[src/rtl/rr_mux_4_1.sv]
// 4-to-1 valid/ready stream mux with round-robin arbitration and a registered output stage.
// Optional packet locking is enabled by defining RR_MUX_PKT_LOCK_EN.
module rr_mux_4_1 #(
  parameter int WIDTH = 8
) (
  input  logic               clk,
  input  logic               rst_n,
  input  logic [3:0]         in_valid,
  output logic [3:0]         in_ready,
  input  logic [4*WIDTH-1:0] in_data,
  input  logic [3:0]         in_last,
  output logic               out_valid,
  input  logic               out_ready,
  output logic [WIDTH-1:0]   out_data,
  output logic [1:0]         out_sel,
  output logic               out_last
);

  logic [1:0]       ptr_r;
  logic             load_en_s;
  logic             grant_ok_s;
  logic [1:0]       grant_s;
  logic [3:0]       eligible_s;
  logic             hs_s;
  logic [WIDTH-1:0] grant_data_s;

`ifdef RR_MUX_PKT_LOCK_EN
  logic       lock_r;
  logic [1:0] lock_ch_r;
`else
  logic unused_last_s;
  assign unused_last_s = ^in_last;
`endif

  // Returns {found, index} of the first set bit of req scanning from start upward, modulo 4.
  function automatic logic [2:0] rr_pick(input logic [3:0] req, input logic [1:0] start);
    logic [2:0] pick;
    logic [1:0] idx;
    pick = 3'b000;
    for (int k = 0; k < 4; k++) begin
      idx = start + 2'(k);
      if (!pick[2] && req[idx]) begin
        pick = {1'b1, idx};
      end else begin
        pick = pick;
      end
    end
    return pick;
  endfunction

  // Grant selection and one-hot ready generation.
  always_comb begin
    load_en_s = !out_valid || out_ready;
`ifdef RR_MUX_PKT_LOCK_EN
    if (lock_r) begin
      eligible_s = in_valid & (4'b0001 << lock_ch_r);
    end else begin
      eligible_s = in_valid;
    end
`else
    eligible_s = in_valid;
`endif
    {grant_ok_s, grant_s} = rr_pick(eligible_s, ptr_r);
    if (rst_n && load_en_s && grant_ok_s) begin
      in_ready = 4'b0001 << grant_s;
    end else begin
      in_ready = 4'b0000;
    end
    hs_s         = |(in_valid & in_ready);
    grant_data_s = in_data[grant_s*WIDTH +: WIDTH];
  end

  // Output register, round-robin pointer and packet lock state.
  always_ff @(posedge clk or negedge rst_n) begin
    if (!rst_n) begin
      out_valid <= 1'b0;
      out_data  <= '0;
      out_sel   <= 2'd0;
      out_last  <= 1'b0;
      ptr_r     <= 2'd0;
`ifdef RR_MUX_PKT_LOCK_EN
      lock_r    <= 1'b0;
      lock_ch_r <= 2'd0;
`endif
    end else if (hs_s) begin
      out_valid <= 1'b1;
      out_data  <= grant_data_s;
      out_sel   <= grant_s;
`ifdef RR_MUX_PKT_LOCK_EN
      out_last  <= in_last[grant_s];
      // Mid-packet beats hold the pointer so the scan resumes after the whole packet.
      if (in_last[grant_s]) begin
        lock_r <= 1'b0;
        ptr_r  <= grant_s + 2'd1;
      end else begin
        lock_r    <= 1'b1;
        lock_ch_r <= grant_s;
        ptr_r     <= ptr_r;
      end
`else
      out_last  <= 1'b0;
      ptr_r     <= grant_s + 2'd1;
`endif
    end else if (out_ready) begin
      out_valid <= 1'b0;
    end else begin
      out_valid <= out_valid;
    end
  end

endmodule

[config.mk]
export PLATFORM = sky130hd
export DESIGN_NAME = rr_mux_4_1
export DESIGN_NICKNAME = d
export VERILOG_FILES = /design/src/rtl/rr_mux_4_1.sv
export SDC_FILE = /design/constraint.sdc
export NUM_CORES = 1
export LEC_CHECK = 0
export CAP_MARGIN = 5
export CORE_MARGIN = 1
export CORE_UTILIZATION = 25
export DETAILED_ROUTE_END_ITERATION = 16
export PLACE_DENSITY_LB_ADDON = 0.15
export SYNTH_ARGS = -nofsm -noshare
export SYNTH_HDL_FRONTEND = slang
export SYNTH_SLANG_ARGS = --single-unit
[constraint.sdc]
create_clock -name clk -period 2.8 [get_ports clk]
set_clock_uncertainty 0.2 [all_clocks]
set_input_delay 0.7 -clock clk [delete_from_list [all_inputs] [get_ports clk]]
set_output_delay 0.7 -clock clk [all_outputs]
set_load 0.01 [all_outputs]
==> metrics <==
Util after Layout 48.0%; hold depth 2; Max IR drop VDD 0.000208 V; Yosys reg bits 13; Syn-to-layout area delta 81.6%; commonest cells after routing, fill and taps aside clkdlybuf4s50_1 (45), buf_4 (19), nand2_1 (13), dfrtp_1 (13), o21ai_0 (9); CTS HTree Levels 1; Hold Crit Start out_data[5]; Fin. Hold Viols 0; Avg Cell Area, Syn 9.46 sq um; Slew @ Worst Pin 536 ps; Vias/cell 4.76; routed wire length 3050 um; TritonCTS Sinks 13; Die Width 64.7 um; WHS 284 ps; r2r setup slk 620 ps; Ports 59; wire length per cell 13.6 um; unrepaired setup endpoints after global routing yes; Die Ht 64.7 um; arrival time at the worst endpoint 1860 ps; vias in the first global route 1048; syn_nets 147; initial antenna violation count 0; reg2reg start ptr_r[1]; Critical Path RT 1900 ps; Hold EP out_data[5]; Synth async-reset ratio 100%; CP endpoint kind output pin; setup violators final 0; dpl cell area 0.00168 sq mm; Rows 22; max_cap viols 0; Clk pin slew, worst setup/hold paths 50 ps; status complete, no violations; total design power 1.11 mW; Worst Hold Class reg2reg; minimum clock period 2760 ps; Fmax 0.362 GHz; filler cell count 373; Hold Buf Count CTS 0; Vias 1067; clk root buf clkbuf_8; maximum number of pins on one net before global-route repair 24; Worst path slowest cell or4_4; Cell Area, Synth 983 sq um; Critical Setup Path Class in2out; grt ovf 0; Yosys cell types 36; Pleak 0.761 nW; critical-path cell list dlygate4sd2_1, or4_4, nand3_2, inv_1, and3_4, buf_6; post-route cell area 0.00179 sq mm; Final Max Tran Viols 0; worst skew pair latency 240 ps; largest area contributor in the synthesized netlist dfrtp_1; Synth Instances 104; Ys Warns 0; reg2reg path depth 8; DP HPWL 2450 um; commonest non-fill, non-tap cell in the layout clkdlybuf4s50_1; routability-driven placement congestion ratio 0.769; Worst slew margin 64.2%; Initial Util 26.5%; Power Dens Cells 624 mW/mm^2; CTS tree built; Startpoint Class input pin; Residual DRC 0; CORE AREA 0.00372 sq mm; final critical-path share of the clock period 98.7%; drt initial violations 27; antenna viol nets, final 0; Reg-to-Reg End out_data[4]; number of flops mapped to enable cells by yosys 0; Total Nets Final 220; All-Layer GR Usage 15.1%; top post-synthesis cells by area dfrtp_1 (33%), mux2i_1 (9.2%), o31a_2 (8.1%); Die ar. 0.00419 sq mm; layout cells sized above 1 32.4%; first-pass GRT wire length 4810 um; sequential cell area fraction in the yosys report 33.1%; CTS Buf Count 3; crit-path max cell delay 490 ps; leading register cell type out of synthesis dfrtp_1; post-synth top area share 33.1%; clock buffer depth 2; CP Max Fanout 3; # port buffers 53; Post-Route Setup TNS 0 ps; DR pass1 iterations 4; antenna cells 0
how the worst max path moves through the flow:
stage | slack (ps) | startpoint | end | cells after the start
after floorplan | 120 | in_valid[0] | in_ready[2] | 4
after global placement | -720 | in_valid[0] | in_ready[3] | 6
after detailed placement | -750 | in_valid[0] | in_ready[3] | 6
after CTS | 4 | in_valid[1] | in_ready[3] | 6
after global routing | -30 | in_valid[1] | in_ready[3] | 7
final | 40 | in_valid[1] | in_ready[3] | 6
logic make-up after synthesis:
logic type | synth area share (%)
simple gates | 22.9
compound gates | 26.7
flops | 33.1
buf+inv | 6.87
mux | 9.16
xor+xnor | 0.891
other cells | 0.381
metrics by stage:
stage | cells | setup slack (ps)
6_report | 224 | 37.3
5_1_grt | 224 | -25.0
4_1_cts | 224 | 3.99
3_5_place_dp | 219 | -749
3_3_place_gp | 219 | -721
2_1_floorplan | 104 | 117
worst max-delay path: cells and delay by family:
kind	cells	cell delay [ps]
buffers and inverters	3	420
and+or+nand+nor	3	740
registers in the layout, summed over array words and instances (netlist names):
signal / flops
out_valid: 1
out_data: 8
out_sel: 2
ptr_r: 2
routing by layer:
| metal | GRT usage [%] | up-vias | part of all wire [%] |
|---|---|---|---|
| met1 | 18.4 | 490 | 45 |
| met5 | 0 | - | 0 |
| met2 | 26.6 | 37 | 49 |
| li1 | - | 538 | - |
| met3 | 1.94 | 2 | 5.6 |
| met4 | 5.83 | 0 | 0.89 |
power by group:
group / total [mW] / switching, mW / internal (mW)
Clock: 0.166 / 0.0659 / 0.100
Sequential: 0.301 / 0.0455 / 0.256
Combinational: 0.646 / 0.276 / 0.370
Total: 1.11 / 0.388 / 0.726
area by class of cell:
cell class,instances,area [sq um],area share (%)
timing repair buffer,75,682,38.2
multi-input combinational,80,658,36.9
sequential,13,325,18.2
tap,48,60.1,3.36
clock buffer,4,45.0,2.52
inverter,4,15.0,0.841
what timing repair did:
action,CTS,global route
pin swaps,6,6
cloned,0,0
setup endpoints to repair,13,3
resized for setup,33,10
setup buffers,1,0
cells in the mapped netlist, types with 3 or more instances:
library cell  instances
o21ai_0              10
nand2_1              13
inv_1                 3
dfrtp_1              13
a21oi_1               3
buf_2                 3
o31a_2                8
o311ai_0              3
nand2b_1              3
and4_1                8
o311ai_1              4
mux2i_1               9
No activity file was read; power rests on OpenSTA's default activity.
